File: src/rtl/sb_pkg.sv
// Shared types and constants for the posted-write store buffer.
// Entries hold the word address, lane-replicated data and byte mask.
package sb_pkg;

    localparam int SB_DEPTH_DEFAULT = 4;

    typedef struct packed {
        logic [29:0] addr_w;
        logic [31:0] data;
        logic [3:0]  mask;
    } sb_entry_t;

endpackage

File: src/rtl/sb_fwd_merge.sv
// Combinational youngest-wins byte-lane merge of pending stores
// against a load word address.
module sb_fwd_merge
    import sb_pkg::*;
#(
    parameter int DEPTH = SB_DEPTH_DEFAULT,
    localparam int PW = $clog2(DEPTH)
) (
    input  sb_entry_t [DEPTH-1:0] entries,
    input  logic [DEPTH-1:0]      valid,
    input  logic [PW-1:0]         rd_ptr,
    input  logic [29:0]           ld_addr_w,
    output logic [3:0]            fwd_mask,
    output logic [31:0]           fwd_data
);

    logic [PW-1:0] idx;

    // Walk oldest to youngest so younger matches overwrite older lanes.
    always_comb begin
        fwd_mask = '0;
        fwd_data = '0;
        idx      = '0;
        for (int a = 0; a < DEPTH; a++) begin
            idx = rd_ptr + PW'(a);
            if (valid[idx] && entries[idx].addr_w == ld_addr_w) begin
                for (int l = 0; l < 4; l++) begin
                    if (entries[idx].mask[l]) begin
                        fwd_mask[l]        = 1'b1;
                        fwd_data[l*8 +: 8] = entries[idx].data[l*8 +: 8];
                    end
                end
            end
        end
    end

endmodule

File: src/rtl/store_buffer.sv
// Posted-write FIFO between the core data port and data memory,
// with in-order drain and per-byte load forwarding.
module store_buffer
    import sb_pkg::*;
#(
    parameter int DEPTH = SB_DEPTH_DEFAULT
) (
    input  logic        clk,
    input  logic        reset,
    input  logic        st_valid,
    output logic        st_ready,
    input  logic [31:0] st_addr,
    input  logic [31:0] st_data,
    input  logic [3:0]  st_mask,
    input  logic [31:0] ld_addr,
    output logic [3:0]  ld_fwd_mask,
    output logic [31:0] ld_fwd_data,
    output logic        mem_req,
    input  logic        mem_ack,
    output logic [31:0] mem_addr,
    output logic [31:0] mem_data,
    output logic [3:0]  mem_mask,
    output logic        empty
);

    localparam int PW = $clog2(DEPTH);
    localparam int CW = $clog2(DEPTH + 1);

    sb_entry_t [DEPTH-1:0] slots;
    logic [PW-1:0]         wr_ptr;
    logic [PW-1:0]         rd_ptr;
    logic [CW-1:0]         count;
    logic [DEPTH-1:0]      valid;
    logic [PW-1:0]         age;
    logic                  push;
    logic                  pop;
    logic                  unused_addr_lsbs;

    assign unused_addr_lsbs = ^{st_addr[1:0], ld_addr[1:0]};

    assign st_ready = count < CW'(DEPTH);
    assign mem_req  = count != '0;
    assign empty    = count == '0;
    assign push     = st_valid & st_ready;
    assign pop      = mem_req & mem_ack;

    assign mem_addr = {slots[rd_ptr].addr_w, 2'b00};
    assign mem_data = slots[rd_ptr].data;
    assign mem_mask = slots[rd_ptr].mask;

    // An entry is live when its distance from the head is below count.
    always_comb begin
        valid = '0;
        age   = '0;
        for (int i = 0; i < DEPTH; i++) begin
            age      = PW'(i) - rd_ptr;
            valid[i] = CW'(age) < count;
        end
    end

    always_ff @(posedge clk) begin
        if (reset) begin
            wr_ptr <= '0;
            rd_ptr <= '0;
            count  <= '0;
        end else begin
            if (push) begin
                slots[wr_ptr] <= '{addr_w: st_addr[31:2],
                                   data:   st_data,
                                   mask:   st_mask};
                wr_ptr <= wr_ptr + 1'b1;
            end
            if (pop) begin
                rd_ptr <= rd_ptr + 1'b1;
            end
            if (push && !pop) begin
                count <= count + 1'b1;
            end else if (pop && !push) begin
                count <= count - 1'b1;
            end
        end
    end

    sb_fwd_merge #(
        .DEPTH(DEPTH)
    ) u_fwd (
        .entries  (slots),
        .valid    (valid),
        .rd_ptr   (rd_ptr),
        .ld_addr_w(ld_addr[31:2]),
        .fwd_mask (ld_fwd_mask),
        .fwd_data (ld_fwd_data)
    );

endmodule

File: config.mk
export PLATFORM = sky130hd
export DESIGN_NAME = store_buffer
export DESIGN_NICKNAME = d
export VERILOG_FILES = /design/src/rtl/sb_pkg.sv /design/src/rtl/sb_fwd_merge.sv /design/src/rtl/store_buffer.sv
export SDC_FILE = /design/constraint.sdc
export NUM_CORES = 1
export LEC_CHECK = 0
export BUFFER_PORTS_ARGS = -buffer_cell sky130_fd_sc_hd__buf_2
export CAP_MARGIN = 15
export CORE_MARGIN = 8
export CORE_UTILIZATION = 45
export CTS_CLUSTER_DIAMETER = 30
export DETAILED_ROUTE_END_ITERATION = 12
export GPL_ROUTABILITY_DRIVEN = 0
export SETUP_SLACK_MARGIN = 0.2
export SLEW_MARGIN = 20
export SYNTH_ARGS = -nofsm -noshare
export SYNTH_HDL_FRONTEND = slang
export SYNTH_SLANG_ARGS = --single-unit
File: constraint.sdc
create_clock -name clk -period 6.8 [get_ports clk]
set_input_delay 0.68 -clock clk [delete_from_list [all_inputs] [get_ports clk]]
set_output_delay 0.68 -clock clk [all_outputs]
set_load 0.03 [all_outputs]
# Word-level counts from Yosys, hierarchy flattened
# Cells that the tools add are included.
word_totals:
  reg_bits: 271
  out_inout_bits: 107
  word_cells: 117
classes:
  addsub: 10
  order_cmp: 11
  n_eq_ne: 4
  muxes: 61
  n_bitwise: 3
  n_reduce_logical: 13
ops:
  columns: ["op", "count"]
  rows:
  - ["$bmux 66 s2", 4]
  - ["$mux 66", 5]
  - ["$bwmux 264", 1]
  - ["$demux 66 s2", 1]
  - ["$mux 32", 4]
  - ["$mux 8", 16]
  - ["$eq 30x30->1", 4]
  - ["$mux 1", 20]
  - ["$mux 4", 4]
  - ["$lt 2x3->1 const B", 5]
  - ["$lt 2x3->1", 4]
  - ["$bmux 1 s2", 4]
  - ["$logic_and 1x1->1", 7]
  - ["$mux 3", 2]
  - ["$add 2x1->2 const B", 2]
  - ["$add 2x2->2 const B", 2]
  - ["$sub 1x2->2 const A", 2]
  - ["$sub 2x2->2 const A", 2]
  - ["$add 3x1->3 const B", 1]
  - ["$logic_not 3->1", 1]
  - ["$lt 3x3->1 const B", 1]
  - ["$reduce_bool 3->1", 1]
  - ["$sub 3x1->3 const B", 1]
  - ["$and 1x1->1", 2]
  - ["other kinds (5)", 6]

# Depth between registers and ports, before layout
# Gate-level depths: netlist (run 1).
depth:
  word_depth: 12
  ltp_mapped: 18
  depth_no_buf: 11

# By module
# From an unflattened synthesis (run 1), not the netlist that was laid out.
hier_totals:
  cells_unflattened: 1721
  area_unflattened_um2: 19497.4
modules_own_cells:
  columns: ["module", "instances", "cells_each", "area_per_inst_um2"]
  rows:
  - ["store_buffer", 1, 410, 10147.2]
  - ["sb_fwd_merge", 1, 1311, 9350.2]

# Worst setup path after synthesis (run 1)
# Ideal clock, no wire load.
synth_timing:
  kind: "reg2out"
  from: "reg rd_ptr[1]"
  to: "out ld_fwd_data[15]"
  arrival_time_ns: 5.049
  t_required_ns: 6.120
  setup_slack_ns: 1.071
  path_stages_with_launch: 18
  path_cell_list: "dfxtp_1 buf_4 inv_2 buf_2 buf_2 buf_2 buf_1 buf_2 buf_2 ha_1 or3_1 mux2i_1 o21ai_0 a2111oi_4 o2111ai_1 clkbuf_1 mux2i_1 a221oi_1"
synth_via:
  elab_chain_cells: 12
synth_rtl:
  columns: ["element", "line", "source"]
  rows:
  - ["from (decl)", "store_buffer.sv:31", "logic [PW-1:0] rd_ptr;"]
  - ["from (signal assigned)", "store_buffer.sv:74", "rd_ptr <= rd_ptr + 1'b1;"]
  - ["$sub 1x2->2 / $sub 2x2->2 (equally long branches)", "store_buffer.sv:56", "age = PW'(i) - rd_ptr;"]
  - ["$lt 2x3->1", "store_buffer.sv:57", "valid[i] = CW'(age) < count;"]
  - ["$bmux 1 s2", "sb_fwd_merge.sv:26", "if (valid[idx] && entries[idx].addr_w == ld_addr_w) begin"]
  - ["$mux 1 (implied by the code)", "sb_fwd_merge.sv:26", null]
  - ["$logic_and 1x1->1", "sb_fwd_merge.sv:26", null]
  - ["$mux 32", "sb_fwd_merge.sv:26", null]
  - ["$mux 8", "sb_fwd_merge.sv:28", "if (entries[idx].mask[l]) begin"]
  - ["$mux 32", "sb_fwd_merge.sv:26", null]
  - ["$mux 8", "sb_fwd_merge.sv:28", null]
  - ["$mux 32", "sb_fwd_merge.sv:26", null]
  - ["$mux 8", "sb_fwd_merge.sv:28", null]
  - ["$mux 32 *", "sb_fwd_merge.sv:26", null]
  - ["to (decl)", "store_buffer.sv:17", "output logic [31:0] ld_fwd_data,"]
# Mark *: on every way between the ends. The rest lies on a longest branch, timed or not. The select of a mux whose other input is x is not followed.

# Final worst setup path (run 1)
layout_timing:
  from: "reg rd_ptr[0]"
  to: "out ld_fwd_data[18]"
# The elaborated chain is that of the path after synthesis.

==> results of run 1 <==
## state kept, by name, summed over array words and instances (netlist names)
| name | cells |
|---|---|
| count | 3 |
| rd_ptr | 2 |
| wr_ptr | 2 |
| slots | 264 |
## worst max-delay path: stages, from the launching register on
cell	delay (ns)
dfxtp_4	0.98
buf_4	0.79
buf_4	0.73
mux2i_1	0.25
o21ai_1	0.57
nand3_2	0.34
a211o_1	0.34
a311oi_1	0.37
buf_2	0.27
## cells in the final DEF, fill, tap and decap left out, types with 4 or more instances in the layout
cell type,synthesis,layout
nor3_1,19,19
buf_2,36,204
nor2_1,59,59
dfxtp_1,7,5
edfxtp_1,264,264
or3_1,4,4
o21ai_0,19,19
inv_1,25,25
a221oi_2,7,7
nand4_1,25,25
a221oi_1,16,16
mux2_2,31,31
clkbuf_1,25,8
clkinv_1,0,8
a211oi_1,7,7
o311a_1,8,8
clkbuf_16,0,61
nand2_1,38,38
clkinvlp_4,0,5
nor4_2,9,9
and2_4,0,4
o31ai_1,5,5
clkinv_2,0,8
a21oi_1,17,17
mux4_2,142,142
nor3b_1,8,8
buf_4,12,21
xor2_1,32,32
inv_6,0,7
nand2b_1,4,4
nor2b_1,4,4
o211ai_1,8,8
nand3_1,32,32
xnor2_1,98,98
bufinv_16,0,10
nor4_1,18,18
mux2i_1,145,145
ha_1,9,9
a311oi_1,7,7
## per-stage QoR
step           cell area [um^2]  power (uW)  std cells
5_1_grt                   20800        8280       1982
3_5_place_dp              18700        5060       1870
2_1_floorplan             17400        4440       1225
3_3_place_gp              18700        5030       1870
4_1_cts                   20800        7990       1980
6_report                  20800        7920       1982
## per-layer routing
layer	track usage, %	vias up	share of wire (%)
li1	-	5330	-
met1	27.1	6087	42
met2	34.1	409	49
met3	5.32	97	6.8
met4	6.76	20	2.3
met5	0	-	0.28
## layout make-up
| cell class | instances | area, um^2 |
|---|---|---|
| tap | 518 | 648 |
| multi-input combinational | 828 | 8670 |
| sequential | 271 | 8080 |
| inverter | 26 | 97.6 |
| fill | 3306 | 17600 |
| antenna | 2 | 5.00 |
| clock buffer | 69 | 1560 |
| timing repair buffer | 227 | 1220 |
| clock inverter | 41 | 495 |
## cells by family after synthesis
family / synth area share (%)
flops: 46.4
xor+xnor: 6.55
buf+inv: 3.88
simple gates: 7.98
mux: 28.9
compound gates: 5.55
fa+ha+maj: 0.762
other cells: 0.0216
## power breakdown
part	internal, uW	leakage (uW)	switching (uW)	total, uW
registers	1960	0.00245	161	2120
clock network	2000	0.000991	896	2900
logic	1250	0.00368	1650	2900
## how the worst min path moves through the flow
stage          startpoint    endpoint  cells past startpoint
4_1_cts        st_mask[0]   slots[66]                      1
2_1_floorplan    count[2]    count[2]                      2
6_report       st_mask[0]   slots[66]                      1
3_3_place_gp    wr_ptr[0]   wr_ptr[0]                      2
5_1_grt        st_data[2]  slots[204]                      1
3_5_place_dp     count[1]    count[1]                      2
==> impl_metrics.toml, run 1 <==
[power_and_ir_drop]
powerDensity_nw_per_um2 = 381
p_leak_uw = 0.00712
vdd_ir_drop_max_mv = 0.321

[clock_tree]
hold_buffers = 0
cts_inserted_buffers = 60
ctsResizeCount = 0
htreeDepth = 2
root_buffer = "clkbuf_16"
cts_buffer_depth = 3
clkTransAtPathRegs_ns = 0.04
cts_tree = "yes"
cts.sinks = 271
post_cts_buffers = 0
insertion_delay_ns = 0.59

[place]
dp_hpwl_um = 32800
post-place-ws_ns = 1.32
io_buffers = 204

[timing]
worst_slack_ns = 0.727
setup_viol = 0
slew_headroom_pct = 31.4
fin_tns_setup_ns = 0
period_needed_ns = 6.07
hold_slack_ns = 0.303
drv_slew = 0
final_hold_viol_count = 0
worst_pin_slew_ns = 1.03
finalClockSkew_ns = 0.00649
fmax_mhz = 165
finalCritPeriodShare_pct = 89.3
rsz0062_at_grt = "no"

[worst_setup_path]
endpoint_kind = "output pin"
setup.worst_path.class = "reg -> out"
critPathMaxFanout = 62
worstPathArrival_ns = 5.39
timing.rr.end = "rd_ptr[1]"
worstPathRequired_ns = 6.12
worstReg2RegStart = "rd_ptr[0]"
cp-endpoint = "ld_fwd_data[18]"
rrSetupSlack_ns = 3.61
start_kind = "flip-flop"
r2r_cells = 5
crit_path_start = "rd_ptr[0]"

[final_layout]
area_growth_pct = 19.4
nets = 1528
drive_gt1_share_pct = 36.6
final_util_pct = 54.1

[floorplan]
io_pins = 211
dieArea_um2 = 45200
start_util_pct = 45.3
core_um2 = 38400
dieWidth_um = 213
dieHeight_um = 213
std_cell_rows = 72

[yosys]
yosysMostFrequentCell = "edfxtp_1"
synth_ff_type = "edfxtp_1"
synth_edf_count = 264
yosys.area.top_type = "edfxtp_1"
synthTopCellsByArea = "edfxtp_1 46%, mux4_2 18%, mux2i_1 8.3%"
netlist_instances = 1224
synth_area_um2 = 17400
ys_types = 71
ys_ff_latch = 271
async_reset_ff_share_pct = 0
yosys-top-cells-count = "264 x edfxtp_1, 145 x mux2i_1, 142 x mux4_2"
syn_area_per_cell_um2 = 14.2
yosysTopAreaCellShare_pct = 45.6
yosysWarnings = 0
ys_seq_area_share_pct = 46.4

[routing]
drc_errors = 0
wl_um = 47700
drtIter0Drc = 932
ant_nets = 0
wire_per_inst_um = 24.1
dr.pass1.iters = 5
vias_per_cell = 6.03
vias = 11900

[job]
drv_cap = 0

[global_route]
grt_pass1_vias = 12200
grt_pass1_wl_um = 72200
gr-usage-all-layers_pct = 20.9
grt.overflow.total = 0
grt_max_degree = 155
antenna_found_initial = 12

[outcome]
outcome = "finished, final reports clean"

[worst_hold_path]
hold_class = "in -> reg"
(Power assumes the default switching activity.)
==> run 2: changes to the inputs <==
- ABC_AREA: not set -> 1
- REMOVE_ABC_BUFFERS: not set -> 1
==> run 2 against run 1 <==
  * Setup slack better by 0.51 ns
  * Total power is 19% higher
  * Clock skew increased by 0.019 ns
  * Count of clock-buffer cells in the layout is 19 higher
  * Sequential cell count unchanged
  * Sequential power fell by 4%
  * Critical endpoint is now ld_fwd_data[9]
  * Highest routed layer unchanged
==> impl_metrics.toml, run 2 <==
[yosys]
synth_edf_count = 264
yosys-top-cells-count = "1105 x nand2_1, 264 x edfxtp_1, 251 x inv_1"
yosysTopAreaCellShare_pct = 42.3
yosysWarnings = 0
synthTopCellsByArea = "edfxtp_1 42%, nand2_1 22%, o21ai_0 6.2%"
yosysMostFrequentCell = "nand2_1"
netlist_instances = 2571
ys_ff_latch = 271
ys_seq_area_share_pct = 43.0
yosys.area.top_type = "edfxtp_1"
synth_ff_type = "edfxtp_1"
synth_area_um2 = 18700
async_reset_ff_share_pct = 0
syn_area_per_cell_um2 = 7.29
ys_types = 39

[place]
dp.cells = 3197
dp_hpwl_um = 36600
post-place-ws_ns = 1.75
place_area_um2 = 20000
io_buffers = 204

[worst_setup_path]
endpoint_kind = "output pin"
critPathMaxFanout = 203
worstPathArrival_ns = 4.88
worstReg2RegStart = "count[2]"
r2r_cells = 6
timing.rr.end = "slots[162]"
setup.worst_path.class = "reg -> out"
worstPathRequired_ns = 6.12
start_kind = "flip-flop"
rrSetupSlack_ns = 3.68

[floorplan]
dieWidth_um = 220
dieArea_um2 = 48400
dieHeight_um = 220
start_util_pct = 45.7
io_pins = 211
std_cell_rows = 74
core_um2 = 41000

[global_route]
grt.overflow.total = 0
gr-usage-all-layers_pct = 22.8
grt_max_degree = 204
grt_pass1_vias = 16700
antenna_found_initial = 13
grt_pass1_wl_um = 86200

[clock_tree]
insertion_delay_ns = 0.60
ctsResizeCount = 0
post_cts_buffers = 0
htreeDepth = 3
cts.sinks = 271
cts_inserted_buffers = 76
clkTransAtPathRegs_ns = 0.04
hold_buffers = 0
cts_tree = "yes"
root_buffer = "clkbuf_16"
cts_buffer_depth = 3

[timing]
finalCritPeriodShare_pct = 81.8
worst_pin_slew_ns = 1.05
setup_viol = 0
final_hold_viol_count = 0
drv_slew = 0
slew_headroom_pct = 29.9
rsz0062_at_grt = "no"
fmax_mhz = 180
period_needed_ns = 5.56
worst_slack_ns = 1.24
finalClockSkew_ns = 0.0254

[power_and_ir_drop]
power_frac_comb_pct = 42.7
p_sw_uw = 4040
p_int_uw = 5390
seqPwrFrac_pct = 21.6
power.share.clock_pct = 35.8
p_leak_uw = 0.0106
vdd_ir_drop_max_mv = 0.269
powerDensity_nw_per_um2 = 420
sw_frac_of_total_pct = 42.8

[final_layout]
final_util_pct = 54.8
fin_cells = 3346
layout_common_cells = "1103 x nand2_1, 264 x edfxtp_1, 251 x inv_1, 233 x o21ai_0, 204 x buf_2"
mostFrequentLayoutCell = "nand2_1"
nFillCells = 3782
largest_register_ff_count = 264
area_growth_pct = 19.8
largest-register = "slots"
nets = 2857
final_area_um2 = 22500
reg.largest.list = "slots (264), count (3)"
drive_gt1_share_pct = 13.7

[worst_hold_path]
hold_path_depth = 1
hp-start = "st_data[30]"
hold_class = "in -> reg"
hold_end = "slots[34]"

[routing]
dr.pass1.iters = 5
wl_um = 55400
ant_nets = 0
vias = 17400
wire_per_inst_um = 16.6
drtIter0Drc = 1383
drc_errors = 0
vias_per_cell = 5.20

[outcome]
outcome = "finished, final reports clean"

[job]
drv_cap = 0
[run 2: cell count changes after synthesis, moves of 17 or more]
cell	before	now
mux2i_1	145	64
o211ai_1	8	37
nor4_1	18	0
nor3_1	19	2
o21ai_0	19	233
xnor2_1	98	0
nand2_1	38	1105
buf_2	36	53
nor2_1	59	115
mux2_2	31	0
inv_1	25	251
nand3_1	32	192
mux4_2	142	0
[run 2: worst max-delay path by stage]
| stage | cells after the start | startpoint | slack, ns | end |
|---|---|---|---|---|
| after floorplan | 16 | rd_ptr[0] | -8.47 | ld_fwd_data[0] |
| after global placement | 14 | rd_ptr[0] | 1.81 | ld_fwd_data[5] |
| after detailed placement | 14 | rd_ptr[0] | 1.75 | ld_fwd_data[17] |
| after CTS | 14 | rd_ptr[0] | 1.11 | ld_fwd_data[17] |
| after global routing | 14 | rd_ptr[0] | 0.77 | ld_fwd_data[17] |
| final | 14 | rd_ptr[0] | 1.24 | ld_fwd_data[9] |
[run 2: worst max-delay path, stage by stage, from the launching register on]
cell and delay [ns]:
dfxtp_4 0.35, buf_4 0.54, buf_12 0.70, o21ai_0 0.30
o21ai_1 0.22, xor2_1 0.17, nand2_1 0.07, nor2_1 0.17
nand3_1 0.17, nor2_2 0.37, nand2_1 0.24, nor2_2 0.44
o211ai_1 0.16, nand2_1 0.12, buf_2 0.20
[run 2: cell type report]
| type | count | area [um^2] | area share, % |
|---|---|---|---|
| sequential | 271 | 8080 | 35.9 |
| antenna | 9 | 22.5 | 0.100 |
| tap | 532 | 666 | 2.96 |
| inverter | 254 | 961 | 4.28 |
| multi-input combinational | 1917 | 9050 | 40.3 |
| timing repair buffer | 223 | 1210 | 5.40 |
| clock buffer | 88 | 1970 | 8.76 |
| clock inverter | 52 | 504 | 2.24 |
[run 2: metal layers]
layer  GRT usage [%]  part of all wire, %  vias up
li1                -                    -     8755
met1            27.6                   42     8000
met2            38.8                   48      512
met3            4.80                  6.6      126
met4            9.78                  2.8       14
met5               0                 0.14        -
[run 2: power by group through the flow]
stage / sequential [uW] / combinational, uW / clock (uW)
6_report: 2030 / 4020 / 3370
5_1_grt: 2040 / 4500 / 3510
4_1_cts: 2030 / 4030 / 3420
3_5_place_dp: 2060 / 4010 / 0
3_3_place_gp: 2050 / 3940 / 0
2_1_floorplan: 2200 / 2990 / 0
[run 2: cells by family after synthesis]
kind of cell / Yosys count / share of synthesized area [%]
xor gates and xnor gates: 47 / 2.20
and+or+nand+nor: 1494 / 33.0
DFF: 271 / 43.0
AOI/OAI and AO/OA: 300 / 8.64
other: 1 / 0.0200
adders and majority gates: 10 / 0.708
buffers and inverters: 384 / 8.96
muxes: 64 / 3.42
[run 2: metrics by stage]
step	hold WS (ns)	TNS (ns)	total power, uW
2_1_floorplan	0.490	-512.18	5190
3_3_place_gp	0.506	0	5990
3_5_place_dp	0.531	0	6070
4_1_cts	0.272	0	9480
5_1_grt	0.278	0	10100
6_report	0.295	0	9420
